`src/rtl/mlp_cmd_pkg.sv`:
```
// rtl/mlp_cmd_pkg.sv - shared opcodes, FSM states and sizes for the MLP command loader
//
// Purpose: host opcode values, loader FSM state encoding, payload/result sizes
// and a small decode helper shared by mlp_cmd_loader and mlp_result_serializer.
// Ports: none (package).
package mlp_cmd_pkg;

  localparam logic [7:0] OP_LOAD_W  = 8'h01;
  localparam logic [7:0] OP_LOAD_A  = 8'h02;
  localparam logic [7:0] OP_START   = 8'h03;
  localparam logic [7:0] OP_WF_RST  = 8'h04;
  localparam logic [7:0] OP_CLR_ERR = 8'h05;

  localparam int RESULT_BYTES = 8;
  localparam int WGT_BYTES    = 4;

  typedef enum logic [2:0] {
    S_CMD,
    S_WGT,
    S_ACT,
    S_START,
    S_WAIT,
    S_SEND
  } state_t;

  // States in which the loader takes bytes from the host.
  function automatic logic state_accepts_rx(input state_t s);
    return (s == S_CMD) || (s == S_WGT) || (s == S_ACT);
  endfunction

endpackage

```
`src/rtl/mlp_result_serializer.sv`:
```
// rtl/mlp_result_serializer.sv - loads a 64-bit result and shifts it out as 8 bytes
//
// Purpose: on load, captures load_data and presents it LSB byte first on a
// valid/ready byte stream; tx_data is held while the receiver stalls.
// Ports:
//   clk, reset_n          clock, asynchronous active-low reset
//   load                  capture load_data and start sending (ignored bytes in flight are replaced)
//   load_data  [63:0]     result word, byte 0 sent first
//   tx_valid / tx_ready   byte handshake
//   tx_data    [7:0]      current byte
//   last_xfer             high in the cycle the final byte is transferred
module mlp_result_serializer
  import mlp_cmd_pkg::*;
(
  input  logic                      clk,
  input  logic                      reset_n,
  input  logic                      load,
  input  logic [8*RESULT_BYTES-1:0] load_data,
  output logic                      tx_valid,
  input  logic                      tx_ready,
  output logic [7:0]                tx_data,
  output logic                      last_xfer
);

  localparam int IDX_W = $clog2(RESULT_BYTES);

  logic [8*RESULT_BYTES-1:0] shreg;
  logic [IDX_W-1:0]          idx;

  // tx_data is a slice of the shift register, so it is a registered output.
  assign tx_data   = shreg[7:0];
  assign last_xfer = tx_valid && tx_ready && (idx == IDX_W'(RESULT_BYTES - 1));

  always_ff @(posedge clk or negedge reset_n) begin
    if (!reset_n) begin
      shreg    <= '0;
      idx      <= '0;
      tx_valid <= 1'b0;
    end else if (load) begin
      shreg    <= load_data;
      idx      <= '0;
      tx_valid <= 1'b1;
    end else if (tx_valid && tx_ready) begin
      shreg <= shreg >> 8;
      idx   <= idx + IDX_W'(1);
      if (last_xfer) begin
        tx_valid <= 1'b0;
      end
    end
  end

endmodule

```
`src/rtl/mlp_cmd_loader.sv`:
```
// rtl/mlp_cmd_loader.sv - byte-stream command sequencer feeding the MLP top level
//
// Purpose: decodes host opcodes from an 8-bit valid/ready stream, drives weight
// FIFO pushes/reset, initial activations and start_mlp, then returns acc0/acc1
// as 8 bytes once the layer completes.
// Ports:
//   clk, reset_n                       clock, asynchronous active-low reset
//   rx_valid, rx_ready, rx_data[7:0]   host command/payload bytes
//   tx_valid, tx_ready, tx_data[7:0]   result bytes (acc0 LSB first, then acc1)
//   wf_push_col0, wf_push_col1         weight FIFO push strobes
//   wf_data_out[7:0]                   weight byte
//   wf_reset                           weight FIFO clear strobe
//   init_act_valid, init_act_data[15:0] activation word strobe/data
//   start_mlp                          start pulse
//   weights_ready                      full weight set loaded
//   layer_complete, acc0, acc1         MLP completion flag and results
//   busy                               not idle in S_CMD
//   err_opcode, err_timeout            sticky error flags
module mlp_cmd_loader
  import mlp_cmd_pkg::*;
#(
  parameter int N_ACT_WORDS = 2,
  parameter int TIMEOUT_CYC = 1024
) (
  input  logic        clk,
  input  logic        reset_n,
  input  logic        rx_valid,
  output logic        rx_ready,
  input  logic [7:0]  rx_data,
  output logic        tx_valid,
  input  logic        tx_ready,
  output logic [7:0]  tx_data,
  output logic        wf_push_col0,
  output logic        wf_push_col1,
  output logic [7:0]  wf_data_out,
  output logic        wf_reset,
  output logic        init_act_valid,
  output logic [15:0] init_act_data,
  output logic        start_mlp,
  output logic        weights_ready,
  input  logic        layer_complete,
  input  logic [31:0] acc0,
  input  logic [31:0] acc1,
  output logic        busy,
  output logic        err_opcode,
  output logic        err_timeout
);

  localparam int TMR_W = $clog2(TIMEOUT_CYC) + 1;
  localparam int CNT_W = $clog2(2 * N_ACT_WORDS) + 1;

  localparam logic [TMR_W-1:0] TMO_LAST = TMR_W'(TIMEOUT_CYC - 1);
  localparam logic [CNT_W-1:0] WGT_LAST = CNT_W'(WGT_BYTES - 1);
  localparam logic [CNT_W-1:0] ACT_LAST = CNT_W'(2 * N_ACT_WORDS - 1);

  state_t           state_q, state_d;
  logic [CNT_W-1:0] cnt_q, cnt_d;
  logic [TMR_W-1:0] timer_q, timer_d;
  logic [7:0]       act_lo_q, act_lo_d;
  logic             lc_q;

  logic        push0_d, push1_d, wf_reset_d, act_valid_d, start_d;
  logic        wready_d, err_op_d, err_to_d;
  logic [7:0]  wf_data_d;
  logic [15:0] act_data_d;
  logic        ser_load, ser_last;

  logic rx_fire;
  logic lc_rise;

  assign rx_fire = rx_valid && rx_ready;
  // lc_q follows layer_complete every cycle, so a level already high when
  // S_WAIT is entered never looks like a rising edge.
  assign lc_rise = layer_complete && !lc_q;

  mlp_result_serializer u_ser (
    .clk       (clk),
    .reset_n   (reset_n),
    .load      (ser_load),
    .load_data ({acc1, acc0}),
    .tx_valid  (tx_valid),
    .tx_ready  (tx_ready),
    .tx_data   (tx_data),
    .last_xfer (ser_last)
  );

  always_ff @(posedge clk or negedge reset_n) begin
    if (!reset_n) begin
      state_q <= S_CMD;
    end else begin
      state_q <= state_d;
    end
  end

  always_comb begin
    state_d     = state_q;
    cnt_d       = cnt_q;
    timer_d     = timer_q;
    act_lo_d    = act_lo_q;
    push0_d     = 1'b0;
    push1_d     = 1'b0;
    wf_data_d   = wf_data_out;
    wf_reset_d  = 1'b0;
    act_valid_d = 1'b0;
    act_data_d  = init_act_data;
    start_d     = 1'b0;
    wready_d    = weights_ready;
    err_op_d    = err_opcode;
    err_to_d    = err_timeout;
    ser_load    = 1'b0;

    case (state_q)
      S_CMD: begin
        if (rx_fire) begin
          case (rx_data)
            OP_LOAD_W: begin
              state_d = S_WGT;
              cnt_d   = '0;
            end
            OP_LOAD_A: begin
              state_d = S_ACT;
              cnt_d   = '0;
            end
            OP_START: state_d = S_START;
            OP_WF_RST: begin
              wf_reset_d = 1'b1;
              wready_d   = 1'b0;
            end
            OP_CLR_ERR: begin
              err_op_d = 1'b0;
              err_to_d = 1'b0;
            end
            default: err_op_d = 1'b1;
          endcase
        end
      end

      S_WGT: begin
        if (rx_fire) begin
          wf_data_d = rx_data;
          // First half of the payload feeds column 0, second half column 1.
          if (cnt_q < CNT_W'(2)) begin
            push0_d = 1'b1;
          end else begin
            push1_d = 1'b1;
          end
          if (cnt_q == WGT_LAST) begin
            wready_d = 1'b1;
            cnt_d    = '0;
            state_d  = S_CMD;
          end else begin
            cnt_d = cnt_q + CNT_W'(1);
          end
        end
      end

      S_ACT: begin
        if (rx_fire) begin
          if (!cnt_q[0]) begin
            act_lo_d = rx_data;
          end else begin
            act_valid_d = 1'b1;
            act_data_d  = {rx_data, act_lo_q};
          end
          if (cnt_q == ACT_LAST) begin
            cnt_d   = '0;
            state_d = S_CMD;
          end else begin
            cnt_d = cnt_q + CNT_W'(1);
          end
        end
      end

      S_START: begin
        start_d  = 1'b1;
        wready_d = 1'b0;
        timer_d  = '0;
        state_d  = S_WAIT;
      end

      S_WAIT: begin
        // A completion edge in the final timer cycle still counts as success.
        if (lc_rise) begin
          ser_load = 1'b1;
          state_d  = S_SEND;
        end else if (timer_q == TMO_LAST) begin
          err_to_d = 1'b1;
          state_d  = S_CMD;
        end else if (timer_q != '1) begin
          timer_d = timer_q + TMR_W'(1);
        end
      end

      S_SEND: begin
        if (ser_last) begin
          state_d = S_CMD;
        end
      end

      default: state_d = S_CMD;
    endcase
  end

  // rx_ready and busy are registered from the next state so they line up with
  // state_q in every cycle after reset.
  always_ff @(posedge clk or negedge reset_n) begin
    if (!reset_n) begin
      cnt_q          <= '0;
      timer_q        <= '0;
      act_lo_q       <= '0;
      lc_q           <= 1'b0;
      rx_ready       <= 1'b0;
      busy           <= 1'b0;
      wf_push_col0   <= 1'b0;
      wf_push_col1   <= 1'b0;
      wf_data_out    <= '0;
      wf_reset       <= 1'b0;
      init_act_valid <= 1'b0;
      init_act_data  <= '0;
      start_mlp      <= 1'b0;
      weights_ready  <= 1'b0;
      err_opcode     <= 1'b0;
      err_timeout    <= 1'b0;
    end else begin
      cnt_q          <= cnt_d;
      timer_q        <= timer_d;
      act_lo_q       <= act_lo_d;
      lc_q           <= layer_complete;
      rx_ready       <= state_accepts_rx(state_d);
      busy           <= (state_d != S_CMD);
      wf_push_col0   <= push0_d;
      wf_push_col1   <= push1_d;
      wf_data_out    <= wf_data_d;
      wf_reset       <= wf_reset_d;
      init_act_valid <= act_valid_d;
      init_act_data  <= act_data_d;
      start_mlp      <= start_d;
      weights_ready  <= wready_d;
      err_opcode     <= err_op_d;
      err_timeout    <= err_to_d;
    end
  end

endmodule

```
`config.mk`:
```
export PLATFORM = sky130hd
export DESIGN_NAME = mlp_cmd_loader
export DESIGN_NICKNAME = d
export VERILOG_FILES = /design/src/rtl/mlp_cmd_pkg.sv /design/src/rtl/mlp_result_serializer.sv /design/src/rtl/mlp_cmd_loader.sv
export SDC_FILE = /design/constraint.sdc
export NUM_CORES = 1
export LEC_CHECK = 0
export CAP_MARGIN = 25
export CORE_MARGIN = 5
export CORE_UTILIZATION = 45
export DETAILED_ROUTE_END_ITERATION = 16
export GPL_ROUTABILITY_DRIVEN = 1
export PLACE_DENSITY = 0.71
export SLEW_MARGIN = 20
export SYNTH_ARGS = -nofsm -noshare
export SYNTH_HDL_FRONTEND = slang
export SYNTH_HIERARCHICAL = 1
export SYNTH_SLANG_ARGS = --single-unit
```
`constraint.sdc`:
```
create_clock -name clk -period 3.9 [get_ports clk]
set_input_delay 0.78 -clock clk [delete_from_list [all_inputs] [get_ports clk]]
set_output_delay 0.78 -clock clk [all_outputs]
set_load 0.05 [all_outputs]
```
==> run metrics <==
commonest non-fill, non-tap cell in the layout dfrtp_1; Slew @ Worst Pin 0.705 ns; flop2flop setup slack 1.61 ns; core area 13900 µm²; Placed Area 7540 µm²; Post-synth ARST share 1.00; CTS buffer count 17; total of max-cap violations 0; pre-CTS setup slack 1.05 ns; initial drt markers 543; final setup fails 0; PwrDens 659 nW/µm²; Max Used Layer met4; H-tree depth 4; R2R depth 4; Compound-Gate Fraction of Synth Area 0.119; CP Max Fanout 5; synthesized instance count 605; syn_nets 686; final std cells w/o fill 883; Peak supply drop 0.000281 V; DR vias 5029; CP endpoint kind output port; Met3 Wirelength 1070 µm; Lkg Pwr 3.25 nW; Placed Instances 850; Row Count 43; Final Max Tran Viols 0; antenna violations before repair 0; Initial Util 0.462; Clk Latency, worst-skew pair 0.42 ns; largest family of logic cells by synthesized area simple AND/OR/NAND/NOR gates; Worst slew margin 0.529; post-synthesis cell area 6440 µm²; CTS tree built; Total Nets Final 771; fraction of layout cells with a size suffix above 1 0.131; XOR/XNOR share of the synthesized area 0.00272; Diodes inserted 0; port buffer count 119; vias in the first global route 4917; Worst setup endpoint rx_ready; Post-CTS Hold Fix Bufs 0; CTS resizes 0; area delta synth->final 26.2%; io pins 120; DRT Pass-1 Iters 5; area fraction in and, or, nand and nor cells after synthesis 0.242; critical path, cell by cell clkdlybuf4s50_1; vias per cell 5.70; leading cell types in the layout, fill and taps excluded dfrtp_1 (127), clkdlybuf4s50_1 (117), nand2_1 (76), nand2b_1 (58), nand4b_1 (57); adder-cell share of the synthesized area 0.00778; gr ovfl total 0; Filler cells 1151; Mean Syn Cell Area 10.6 µm²; global-route wire length before repair 24700 µm; Routability Congestion 0.842; CP max stage delay 0.83 ns; hpwl dp 10100 µm; worst hold slack 0.322 ns; mux cell area share after synthesis 0.0643; sequential area share after synthesis 0.498; gr usage total 0.185; Cell variety after synth 51; die area 16800 µm²; CP Launch Type flip-flop; Final Hold Fails 0; Worst Path Arrival 1.67 ns; metal2 WL 7230 µm; WP data required 3.12 ns; crit-path leading delay family buffers and inverters; crit path kind flip-flop to output port; Post-synth EDFFs 0; setup TNS 0 ns; Clock Skews 0.00805 ns; Worst path slowest cell clkdlybuf4s50_1; r2r endpoint act_lo_q[5]; Synth Warn # 6; Max Fclk 408 MHz; design area 8120 µm²; RSZ-0062 raised after global routing false; clock-pin transition on the worst setup and hold timing paths 0.06 ns; Hold WC Path Type input pin to async pin; Worst Path Buf+Inv 1; Final Critical Period 2.45 ns; Post-CTS Setup Bufs 0; Die Width 130 µm; setup ws final 1.45 ns; Sink Count 128; crit share post-route 0.629; drt drc 0; largest net degree at the start of global routing 189; antenna viol nets, final 0; ys flop type dfrtp_1; status completed; DIE HEIGHT 130 µm; met1 WL 6540 µm; clk buf depth 2; Avg WL per Cell 17.2 µm; CTS root buf clkbuf_16; crit path from rx_ready; flops & latches, synth 128; Critical Path Stages 1; Reg2Reg Launch Point state_q[1]; total routed wirelength 15200 µm
[flip-flops by register name, summed over array words and instances, names as in the netlist, 3 cells and up]
name and count:
state_q 3, u_ser/idx 3, timer_q 11, init_act_data 16, act_lo_q 8, wf_data_out 8
u_ser/shreg 64, cnt_q 3
[worst min-delay path by stage]
stage	end	slack, ns
2_1_floorplan	timer_q[10]	0.45
3_3_place_gp	timer_q[10]	0.48
3_5_place_dp	timer_q[10]	0.48
4_1_cts	timer_q[10]	0.49
5_1_grt	timer_q[3]	0.35
6_report	start_mlp	0.32
[routing by layer]
metal / GRT usage / vias up
li1: - / 2356
met1: 0.253 / 2456
met2: 0.286 / 184
met3: 0.0507 / 33
met4: 0.0630 / 0
met5: 0 / -
[cells in the mapped netlist, types with 7 or more instances]
| library cell | instances | area (µm²) |
|---|---|---|
| nor2_1 | 9 | 33.8 |
| or3_1 | 7 | 43.8 |
| buf_6 | 10 | 113 |
| o211ai_1 | 50 | 375 |
| dfrtp_1 | 128 | 3200 |
| a21oi_1 | 11 | 55.1 |
| nand2b_1 | 58 | 363 |
| inv_1 | 12 | 45.0 |
| nand3_1 | 9 | 45.0 |
| nor3_1 | 11 | 55.1 |
| o21ai_0 | 13 | 65.1 |
| clkbuf_1 | 10 | 37.5 |
| mux2_2 | 35 | 394 |
| buf_4 | 12 | 90.1 |
| nand4b_1 | 57 | 499 |
| nand2_1 | 76 | 285 |
| buf_2 | 27 | 135 |
[cell families after synthesis]
group | Yosys count
AND/OR/NAND/NOR | 259
flip-flops | 128
AO/OA/AOI/OAI | 103
XOR/XNOR | 2
multiplexers | 37
adder cells (fa/ha/maj) | 4
buffers and inverters | 72
[report_power, final]
group / leakage, nW / switching [mW] / internal, mW
logic: 1.32 / 1.05 / 0.749
registers: 1.67 / 0.311 / 1.76
clock network: 0.266 / 0.600 / 0.880
total: 3.25 / 1.96 / 3.39
[stage by stage]
step                       util  power (mW)
after floorplan               -        3.40
after CTS                 0.582        5.40
after global placement    0.541        3.83
after detailed placement  0.541        3.90
final                     0.583        5.35
after global routing      0.583        5.67
[final cells by class]
class                   instances  area, µm²  share of cell area
flip-flops and latches        128       3200               0.394
multi-input cells             405       2820               0.347
repair buffers                125       1270               0.156
clock buffers                  17        425              0.0524
well taps                     180        225              0.0277
clock inverters                15        136              0.0168
inverters                      13       48.8             0.00601
Note: power is estimated with default switching activity, not from simulation.
==> RTL edit 1: new RTL, same settings <==
Register the output `err_opcode` once more, cleared by the reset; this adds one clock of latency there. The other outputs are not delayed to match.
--- a/src/rtl/mlp_cmd_loader.sv
+++ b/src/rtl/mlp_cmd_loader.sv
@@ -53,6 +53,8 @@
   localparam logic [CNT_W-1:0] WGT_LAST = CNT_W'(WGT_BYTES - 1);
   localparam logic [CNT_W-1:0] ACT_LAST = CNT_W'(2 * N_ACT_WORDS - 1);
 
+  logic err_opcode_s0;
+
   state_t           state_q, state_d;
   logic [CNT_W-1:0] cnt_q, cnt_d;
   logic [TMR_W-1:0] timer_q, timer_d;
@@ -105,7 +107,7 @@
     act_data_d  = init_act_data;
     start_d     = 1'b0;
     wready_d    = weights_ready;
-    err_op_d    = err_opcode;
+    err_op_d    = err_opcode_s0;
     err_to_d    = err_timeout;
     ser_load    = 1'b0;
 
@@ -219,7 +221,7 @@
       init_act_data  <= '0;
       start_mlp      <= 1'b0;
       weights_ready  <= 1'b0;
-      err_opcode     <= 1'b0;
+      err_opcode_s0  <= 1'b0;
       err_timeout    <= 1'b0;
     end else begin
       cnt_q          <= cnt_d;
@@ -236,10 +238,18 @@
       init_act_data  <= act_data_d;
       start_mlp      <= start_d;
       weights_ready  <= wready_d;
-      err_opcode     <= err_op_d;
+      err_opcode_s0  <= err_op_d;
       err_timeout    <= err_to_d;
     end
   end
 
+  always_ff @(posedge clk or negedge reset_n) begin
+    if (!reset_n) begin
+      err_opcode <= '0;
+    end else begin
+      err_opcode <= err_opcode_s0;
+    end
+  end
+
 endmodule
 
Function: changed (Yosys sat finds a counterexample within 4 cycles, from zero or initial values and one cycle with reset_n low).
==> RTL edit 1 against the unedited design <==
Combinational power is 3% lower. Routed wire length decreased by 1.7%. Sequential cell count is 1 higher. Synthesized cell count is 1.5% lower. Design area is 0.80% higher. Worst setup slack got worse by 33 ps. Total power fell by 0.87%. Area after synthesis increased by 0.49%.
==> RTL edit 1: results (changes against the unedited design) <==
* Outcome: finished, final reports clean
* Crit start category: input port
* Non-Clock Inverter Count at 15 (+2)
* Vias per cell at 5.57 (-2.2%)
* Slowest cell on the critical path: inv_4
* Largest net degree at the start of global routing at 90 (-52%)
* Lkg Pwr at 0.00332 uW (+2.1%)
* VDD IR-drop max at 0.000348 V (+24%)
* Seq/Total Area, Yosys at 49.9% (+0.15 points)
* M3 GR Usage at 5.32% (+0.25 points)
* Bufs w/o clock at 128 (+2.4%)
* First-pass GRT wire length at 24400 um (-0.87%)
* Syn nets at 677 (-1.3%)
* Reg2Reg Setup Slack at 1430 ps (-180 ps)
* Grt met1 use at 23.7% (-1.5 points)
* Layout cell share with drive strength beyond 1 at 9.76% (-3.3 points)
* NonClk Buf Share at 15.6% (about the same)
* WHS at 453 ps (+130 ps)
* Largest stage delay on the critical path at 490 ps (-340 ps)
* Crit path launch: layer_complete
* Initial DRC count at 344 (-37%)
* CP endpoint: u_ser/shreg[5]
* Top cells by count, synth: 129 x dfrtp_1, 76 x nand2_1, 58 x nand2b_1, 57 x nand4b_1, 49 x o211ai_1
* Total GRT Usage at 18.3% (-0.18 points)
* Multi-input combinational area share at 34.3% (-0.38 points)
* Routed WL at 14900 um (-1.7%)
* Count of clock buffers in the final design at 19 (+2)
* Worst-Margin Slew at 875 ps (+170 ps)
* Fillers at 1201 (+4.3%)
* Met3 WL at 796 um (-25%)
* Final clock-cell share at 7.21% (+0.30 points)
* Worst reg-to-reg path cell count at 6 (+2)
RTL edit 1: where the power goes:
| group | total, uW | switching (uW) | internal, uW |
|---|---|---|---|
| clock | 1560 | 587 | 969 |
| sequential | 2000 | 275 | 1720 |
| combinational | 1750 | 1040 | 711 |
| total | 5310 | 1900 | 3400 |
RTL edit 1: logic make-up after synthesis:
group / after synthesis / synth area share [%]
xor+xnor: 2 / 0.271
compound gates: 101 / 11.7
mux: 37 / 6.83
flops: 129 / 49.9
simple gates: 249 / 23.8
fa+ha+maj: 4 / 0.774
buf+inv: 74 / 6.67
RTL edit 1: stage by stage:
stage / worst slack (ps) / power, uW / area (um^2) / utilization (%) / cells
finish: 1420 / 5310 / 8190 / 58.5 / 877
global route: 1290 / 5610 / 8190 / 58.5 / 877
global placement: 1050 / 3720 / 7600 / 54.3 / 845
detailed placement: 989 / 3780 / 7600 / 54.3 / 845
floorplan: 1810 / 3300 / 6470 / - / 596
CTS: 1440 / 5360 / 8190 / 58.5 / 877
==> RTL edit 2: new RTL, same settings <==
Without the edit above. `N_ACT_WORDS`: 2 -> 4.
--- a/src/rtl/mlp_cmd_loader.sv
+++ b/src/rtl/mlp_cmd_loader.sv
@@ -19,7 +19,7 @@
 module mlp_cmd_loader
   import mlp_cmd_pkg::*;
 #(
-  parameter int N_ACT_WORDS = 2,
+  parameter int N_ACT_WORDS = 4,
   parameter int TIMEOUT_CYC = 1024
 ) (
   input  logic        clk,
Formal check against the unedited RTL: not equivalent (a bounded check fails within 10 cycles, from zero or initial values and one cycle with reset_n low).
==> RTL edit 2 against the unedited design <==
Utilization is 0.41 points lower. Design area is 2.8% higher. Count of clock-buffer cells in the layout is 3 higher. Sequential cell count is 1 higher. Area after synthesis is 1.7% higher. Final cell count is 1.8% higher. Non-clock buffer count is 5 higher. Synthesized cell count is 0.99% higher. Clock skew is 4.0 ps higher. Total power is 5.9% higher. Via count is 0.26% higher. Routed wire length is 2.6% higher. Worst setup slack worse by 4.0 ps.
==> RTL edit 2: results (changes against the unedited design) <==
* Reg2Reg Setup Slack at 1560 ps (-50 ps)
* WHS at 336 ps (+13.5 ps)
* Placer Congestion at 0.829 (-1.5%)
* Syn nets at 692 (+0.87%)
* Multiplexer share of the synthesized area at 6.33% (-0.11 points)
* Placed cells at 866 (+1.9%)
* Worst reg-to-reg path cell count at 6 (+2)
* Post-synthesis xor/xnor area fraction at 0.401% (+0.13 points)
* Vias in the first global route at 5135 (+4.4%)
* Worst-Margin Slew at 758 ps (+52.8 ps)
* Top cells by count, synth: 129 x dfrtp_1, 80 x nand2_1, 62 x nand2b_1, 57 x nand4b_1, 52 x o211ai_1
* Drt pass-1 iters at 6 (+1)
* Post-Synthesis Cells at 611 (+0.99%)
* Worst slack, placed at 1120 ps (+68.2 ps)
* Vias per cell at 5.61 (-1.5%)
* WL/cell at 17.3 um (+0.73%)
* Synth Area in Compound Gates at 12.3% (+0.35 points)
* Top post-synthesis cells by area: dfrtp_1 49%, nand4b_1 7.6%, o211ai_1 6.0%, nand2b_1 5.9%, nand2_1 4.6%
* Outcome: finished, final reports clean
* Critical R2R Capture: u_ser/shreg[29]
* Largest net degree at the start of global routing at 66 (-65%)
* Seq/Total Area, Yosys at 49.3% (-0.46 points)
* Total GRT Usage at 19.1% (+0.64 points)
* Lkg Pwr at 0.00339 uW (+4.1%)
* Detail Placement HPWL at 10300 um (+1.9%)
* Final Skew at 12.0 ps (+3.99 ps)
* Reg-to-reg critical path startpoint: state_q[0]
* Post-Synth Adder-Cell Area at 0.764% (-0.013 points)
* First-pass GRT wire length at 26100 um (+5.7%)
* Initial antenna violation count at 1 (+1)
* Initial DRC count at 439 (-19%)
==> RTL edit 2: cell count changes in the layout (fill, tap and decap cells not counted), moves of 3 or more <==
cell       unedited run  this run
nand2_1              76        80
inv_6                 4         1
buf_4                 4         9
nor3_1               11         4
bufinv_16             1         4
o21ai_0              13        17
mux2_2               35        23
mux2_4                0         9
or3_1                 7         3
nand2b_1             58        62
nor4_1                5         2
==> RTL edit 2: cell type report <==
type | count | area share (%)
inverter | 11 | 0.494
sequential | 129 | 38.7
tap | 184 | 2.76
timing repair buffer | 130 | 15.6
antenna | 1 | 0.0300
multi-input combinational | 412 | 34.8
clock inverter | 12 | 2.17
clock buffer | 20 | 5.47
==> RTL edit 2: worst max path at each step <==
stage | from | endpoint | slack [ps] | depth (start not counted)
2_1_floorplan | tx_ready | busy | 1760 | 7
3_3_place_gp | layer_complete | u_ser/shreg[0] | 1160 | 6
3_5_place_dp | layer_complete | u_ser/shreg[28] | 1120 | 6
4_1_cts | rx_ready | rx_ready | 1430 | 1
5_1_grt | layer_complete | u_ser/shreg[29] | 1350 | 6
6_report | rx_ready | rx_ready | 1440 | 1
==> RTL edit 2: through the flow <==
stage / area [um^2] / util, % / power (uW)
2_1_floorplan: 6550 / - / 3450
3_3_place_gp: 7700 / 53.4 / 3930
3_5_place_dp: 7700 / 53.4 / 3990
4_1_cts: 8340 / 57.8 / 5710
5_1_grt: 8350 / 57.9 / 6010
6_report: 8350 / 57.9 / 5670
==> RTL edit 2: power groups by stage <==
| stage | combinational (uW) | sequential, uW | clock [uW] |
|---|---|---|---|
| after floorplan | 1170 | 2280 | 0 |
| after global placement | 1840 | 2090 | 0 |
| after detailed placement | 1880 | 2110 | 0 |
| after CTS | 1890 | 2090 | 1730 |
| after global routing | 2060 | 2150 | 1800 |
| final | 1880 | 2090 | 1700 |
==> RTL edit 2: routing by layer <==
metal  vias up  global-route usage, %  share of wire, %  routed length, um
met3        16                   5.08               4.6                719
met5         -                      0                 0                  0
li1       2384                      -                 -                  -
met4         0                   7.02               1.8                272
met2       140                   31.0                51               7880
met1      2502                   24.9                43               6670
==> RTL edit 2: logic make-up after synthesis <==
logic type | Yosys count
buf+inv | 70
flops | 129
compound gates | 109
xor+xnor | 3
fa+ha+maj | 4
mux | 34
simple gates | 262
